--- src/rtl/pipe_hazard_ctrl.sv ---
// Hazard control for a 5-stage pipeline: per-stage write enables, bubble
// controls, a deferred branch squash across memory freezes, and perf counters.
module pipe_hazard_ctrl #(
  parameter int REG_W = 5,
  parameter int XZR   = 31,
  parameter int CNT_W = 16
) (
  input  logic             clk,
  input  logic             reset,
  input  logic [REG_W-1:0] id_rn,
  input  logic             id_uses_rn,
  input  logic [REG_W-1:0] id_rm,
  input  logic             id_uses_rm,
  input  logic [REG_W-1:0] ex_rd,
  input  logic             ex_mem_read,
  input  logic             br_taken,
  input  logic             dmem_busy,
  output logic             pc_wr_en,
  output logic             if_id_wr_en,
  output logic             id_ex_wr_en,
  output logic             ex_mem_wr_en,
  output logic             mem_wb_wr_en,
  output logic             if_id_flush,
  output logic             id_ex_flush,
  output logic [CNT_W-1:0] stall_cycles,
  output logic [CNT_W-1:0] flush_count
);

  typedef enum logic {RUN = 1'b0, FREEZE = 1'b1} state_t;

  localparam logic [REG_W-1:0] ZERO_REG = REG_W'(XZR);
  localparam logic [CNT_W-1:0] CNT_MAX  = '1;

  state_t state;
  logic   pend_flush;
  logic   lu_hz;
  logic   br_eff;

  assign lu_hz = ex_mem_read && (ex_rd != ZERO_REG) &&
                 ((id_uses_rn && (id_rn == ex_rd)) ||
                  (id_uses_rm && (id_rm == ex_rd)));
  assign br_eff = br_taken | pend_flush;

  // A busy MEM stage freezes everything in either state; on release the
  // FREEZE state behaves exactly like RUN, with a remembered branch folded in.
  always_comb begin
    pc_wr_en     = 1'b0;
    if_id_wr_en  = 1'b0;
    id_ex_wr_en  = 1'b0;
    ex_mem_wr_en = 1'b0;
    mem_wb_wr_en = 1'b0;
    if_id_flush  = 1'b0;
    id_ex_flush  = 1'b0;
    if (!reset && !dmem_busy) begin
      id_ex_wr_en  = 1'b1;
      ex_mem_wr_en = 1'b1;
      mem_wb_wr_en = 1'b1;
      if (br_eff) begin
        pc_wr_en    = 1'b1;
        if_id_wr_en = 1'b1;
        if_id_flush = 1'b1;
        id_ex_flush = 1'b1;
      end else if (lu_hz) begin
        id_ex_flush = 1'b1;
      end else begin
        pc_wr_en    = 1'b1;
        if_id_wr_en = 1'b1;
      end
    end
  end

  always_ff @(posedge clk) begin
    if (reset) begin
      state        <= RUN;
      pend_flush   <= 1'b0;
      stall_cycles <= '0;
      flush_count  <= '0;
    end else begin
      case (state)
        RUN: begin
          if (dmem_busy) begin
            state      <= FREEZE;
            pend_flush <= br_taken;
          end else if (br_eff) begin
            pend_flush <= 1'b0;
          end
        end
        FREEZE: begin
          if (dmem_busy) begin
            pend_flush <= pend_flush | br_taken;
          end else begin
            state <= RUN;
            if (br_eff) pend_flush <= 1'b0;
          end
        end
        default: state <= RUN;
      endcase
      if (!pc_wr_en && (stall_cycles != CNT_MAX))
        stall_cycles <= stall_cycles + CNT_W'(1);
      if (if_id_flush && id_ex_flush && (flush_count != CNT_MAX))
        flush_count <= flush_count + CNT_W'(1);
    end
  end

endmodule
--- config.mk ---
export PLATFORM = sky130hd
export DESIGN_NAME = pipe_hazard_ctrl
export DESIGN_NICKNAME = d
export VERILOG_FILES = /design/src/rtl/pipe_hazard_ctrl.sv
export SDC_FILE = /design/constraint.sdc
export NUM_CORES = 1
export LEC_CHECK = 0
export BUFFER_PORTS_ARGS = -buffer_cell sky130_fd_sc_hd__buf_2
export CAP_MARGIN = 20
export CELL_PAD_IN_SITES_DETAIL_PLACEMENT = 1
export CELL_PAD_IN_SITES_GLOBAL_PLACEMENT = 2
export CORE_MARGIN = 4
export CORE_UTILIZATION = 26
export CTS_CLUSTER_DIAMETER = 30
export CTS_CLUSTER_SIZE = 20
export DETAILED_ROUTE_END_ITERATION = 8
export MAX_ROUTING_LAYER = met4
export PLACE_DENSITY_LB_ADDON = 0.15
export SLEW_MARGIN = 20
export SYNTH_ARGS = -nofsm -noshare
export SYNTH_HDL_FRONTEND = slang
export SYNTH_SLANG_ARGS = --single-unit
--- constraint.sdc ---
create_clock -name clk -period 2 [get_ports clk]
set_input_delay 0.3 -clock clk [delete_from_list [all_inputs] [get_ports clk]]
set_output_delay 0.3 -clock clk [all_outputs]
set_load 0.05 [all_outputs]
==> Yosys cells after proc, flatten, opt, wreduce, memory -nomap -nowiden <==
Cells that the tools add are included.
W data, S select, Z words.
{ "totals": {"inputBits": 22, "register_bits": 34, "elab_cells": 39, "out_inout_bits": 39} }
{ "op_classes": {"reduce_logical": 12, "eq_ne": 5, "bitwise": 2, "add_sub_neg": 2, "muxes": 14} }
{ "ops": {"columns": ["cell", "n"], "rows": [
  ["$add A16 B1 Y16 const B", 2],
  ["$ne A16 B16 Y1 const B", 2],
  ["$mux W1", 13],
  ["$eq A5 B5 Y1", 2],
  ["$logic_and A1 B1 Y1", 8],
  ["$ne A5 B5 Y1 const B", 1],
  ["$logic_not A1 Y1", 3],
  ["$pmux W1 S2", 1],
  ["$logic_or A1 B1 Y1", 1],
  ["$not A1 Y1", 1],
  ["$or A1 B1 Y1", 1]
]} }

==> Logic depth before layout (Yosys ltp) <==
{ "depth": {"ltp_word": 9, "depth_mapped": 9, "mapped_depth_nobuf": 7} }

==> Worst setup path after synthesis <==
OpenSTA, ideal clock, no wires.
{ "synth_timing": {"path_type": "in2out", "startpoint": "in reset", "endpoint": "out id_ex_flush", "setup_slack_ps": -619, "cell_stages": 2, "required_ps": 1700, "n_path_buf": 0, "t_arrival_ps": 2319, "cell_sequence": "nor2_1 a21boi_0"} }
{ "synth_via": {"elab_chain_cells": 3} }
{ "synth_lines": {"columns": ["item", "line_no", "text"], "rows": [
  ["start: declaration", "9", "input logic reset,"],
  ["$logic_not A1 Y1", "54", "if (!reset && !dmem_busy) begin"],
  ["$logic_and A1 B1 Y1", "54", null],
  ["$mux W1", "54", null],
  ["end: declaration", "24", "output logic id_ex_flush,"]
]} }
Every way passes these cells.

==> Worst setup path in the final report <==
{ "layout_timing": {"startpoint": "reg stall_cycles[5]", "endpoint": "reg stall_cycles[8]"} }
{ "layout_via": {"elab_chain_cells": 2, "elab_cells_between_ends": 3, "cone_classes": "1 x add/sub; 1 x eq/ne; 1 x reduce/logical"} }
{ "layout_lines": {"columns": ["item", "line_no", "text"], "rows": [
  ["start: declaration", "25", "output logic [CNT_W-1:0] stall_cycles,"],
  ["start signal: assignment", "99", "stall_cycles <= stall_cycles + CNT_W'(1);"],
  ["parallel branches: the longest is 2 deep, another holds $add A16 B1 Y16", null, null]
]} }
Several ways; the timed one is not identified.
A chain may end at the register's enable or synchronous reset.

==> impl_metrics.toml <==
[synth]
yosysWarnings = 0
syn_avg_cell_area_um2 = 8.55
synth_cells = 222
ys.flop_type = "dfxtp_1"
netlist_area_um2 = 1900
synth_fp_nets = 246
synth_cell_type_count = 46
ys_async_sr_fraction = 0
synth_edf_count = 0
synth_seq_area_share = 0.359
ys_seq_elements = 34

[power]
pwr-share-clk = 0.393
switching_share = 0.270
power.internal_mw = 1.08
powerDensity_nw_per_um2 = 534
p_leak_nw = 1.16
irDropWorstVdd_uv = 320
finalPower_mw = 1.48
switching_power_uw = 400
p_seq_frac = 0.460
p_comb_frac = 0.147

[floorplan]
core_um2 = 6940
dieArea_um2 = 8730
initial_core_util = 0.273
die_height_um = 93.4
ios = 61
std_cell_rows = 30
fp.dieW_um = 93.4

[detailed_routing]
vias_per_cell = 4.70
drt-initial-drc-count = 41
dr.pass1.iters = 4
antenna_left = 0
wire_per_inst_um = 13.9
drc = 0
wl_um = 5720
vias = 1932

[cts]
root_buffer = "clkbuf_8"
cts_buffers = 5
cts.path.max_buffers = 2
cts_tree = "yes"
cts_hold_buffers = 0
clock-sinks = 34
insertion_delay_ns = 0.28
htreeDepth = 2
path_clk_slew_ns = 0.07

[timing]
tns_ns = 0
finalSetupViolations = 0
max_freq_mhz = 520
final.setup_skew_ns = 0.00169
maxSlewHeadroom = 0.740
worst_slew_pin_slew_ns = 0.390
rsz0062_at_grt = "yes"
final_hold_viol_count = 0
fin_crit_sh = 0.962
slew_violations = 0
layout_min_cycle_time_ns = 1.92

[global_route]
antenna_found_initial = 0
overflow = 0
grt_pass1_wl_um = 9540
grt_pass1_vias = 1960
grt_max_degree = 20
grt_usage = 0.140

[hold_path]
hp-class = "input port to flip-flop"
hold_depth = 4
hp-start = "br_taken"
hold_end = "pend_flush"

[cells_and_area]
ff_latch_area_um2 = 731
drive_above_1_share = 0.470
layout.nets = 338
num-fill-cells = 854
area_delta_synth_final_pct = 46.4
multi_input_area_um2 = 1230
num_antenna_cells = 0

[worst_setup_path]
reg2reg_slack_ns = 0.08
r2r_start = "stall_cycles[5]"
cp_max_fo = 6
crit_type = "flip-flop to flip-flop"
crit_required_ns = 2.18
r2r_end = "stall_cycles[8]"
critPathLaunchType = "flip-flop"
reg2regPathDepth = 7
cp-end-kind = "flip-flop"
crit_arrival_ns = 2.10

[status]
status = "finished, final reports clean"

[run]
drv_cap = 0

[place]
dp_hpwl_um = 4350
portBuffers = 60
gp_congestion = 0.708
registers in the layout, summed over array words and instances (netlist names):
register,flops
flush_count,16
state,1
pend_flush,1
stall_cycles,16
per-stage QoR:
step           area [µm²]  utilization  hold WS [ns]  cells  worst slack [ns]
6_report             2780        0.400         0.372    411            0.0769
5_1_grt              2780        0.400         0.425    411           -0.0264
2_1_floorplan        1990            -         0.439    222           -0.0150
4_1_cts              2660        0.383         0.363    404           0.00152
3_5_place_dp         2510        0.361         0.491    390           -0.0212
3_3_place_gp         2510        0.361         0.468    390            0.0420
layout make-up:
| type | instances | share of cell area |
|---|---|---|
| tap | 96 | 0.0432 |
| sequential | 34 | 0.263 |
| timing repair buffer | 96 | 0.210 |
| inverter | 4 | 0.00540 |
| clock buffer | 8 | 0.0365 |
| multi-input combinational | 173 | 0.442 |
worst max-delay path by stage:
stage,end,slack (ns),startpoint
after CTS,stall_cycles[8],0.002,stall_cycles[1]
after floorplan,flush_count[14],-0.01,flush_count[3]
final,stall_cycles[8],0.08,stall_cycles[5]
after global placement,stall_cycles[8],0.04,stall_cycles[9]
after global routing,stall_cycles[8],-0.03,stall_cycles[5]
after detailed placement,stall_cycles[5],-0.02,ex_rd[4]
worst max-delay path, stage by stage (launching register included):
cell and delay, ns:
dfxtp_4 0.38, nand4_4 0.15, nor4_4 0.30, nand4_1 0.19
a22oi_2 0.23, buf_6 0.15, nand3b_1 0.13, mux2_4 0.30
placed cells by master (no fill, tap or decap), drive strengths merged, types with 7 or more instances in the layout:
master / count
or4: 8
a21oi: 17
nand3: 15
xnor2: 13
xor2: 10
dfxtp: 34
buf: 95
nand2: 17
nand4: 11
nor2: 26
clkbuf: 9
o31ai: 7
repair_timing:
item	CTS	global route
pin swaps	6	4
buffers inserted	6	7
resized for setup	2	14
setup endpoints to repair	2	20
power groups by stage:
stage          sequential, mW  clock (mW)  combinational (mW)
6_report                0.683       0.583               0.219
5_1_grt                 0.683       0.635               0.241
4_1_cts                 0.682       0.610               0.213
3_5_place_dp            0.701           0               0.204
3_3_place_gp            0.700           0               0.201
2_1_floorplan           0.723           0               0.113
kinds of logic (layout without fill, tap and decap cells):
family / Yosys count / count (layout) / share of synthesized area
flip-flops: 34 / 34 / 0.359
AO/OA/AOI/OAI: 41 / 41 / 0.151
AND/OR/NAND/NOR: 103 / 103 / 0.301
XOR/XNOR: 23 / 23 / 0.106
adder cells (fa/ha/maj): 2 / 2 / 0.0132
buffers and inverters: 15 / 108 / 0.0481
multiplexers: 4 / 4 / 0.0224
cell usage after synthesis, drive strengths merged, types with 7 or more instances:
library cell,n,area share
nand3,15,0.040
nor2,26,0.051
nand4,11,0.047
nand2,17,0.034
a21oi,17,0.053
xnor2,13,0.060
xor2,10,0.046
or4,8,0.032
dfxtp,34,0.36
o31ai,7,0.028
metal layers:
layer	track usage	routed length [µm]	vias to the layer above
met3	0.0362	284	4
met1	0.179	2790	899
met5	-	0	-
met2	0.214	2560	46
met4	0.0476	84	0
li1	-	-	983
Note: power is estimated with default switching activity, not from simulation.
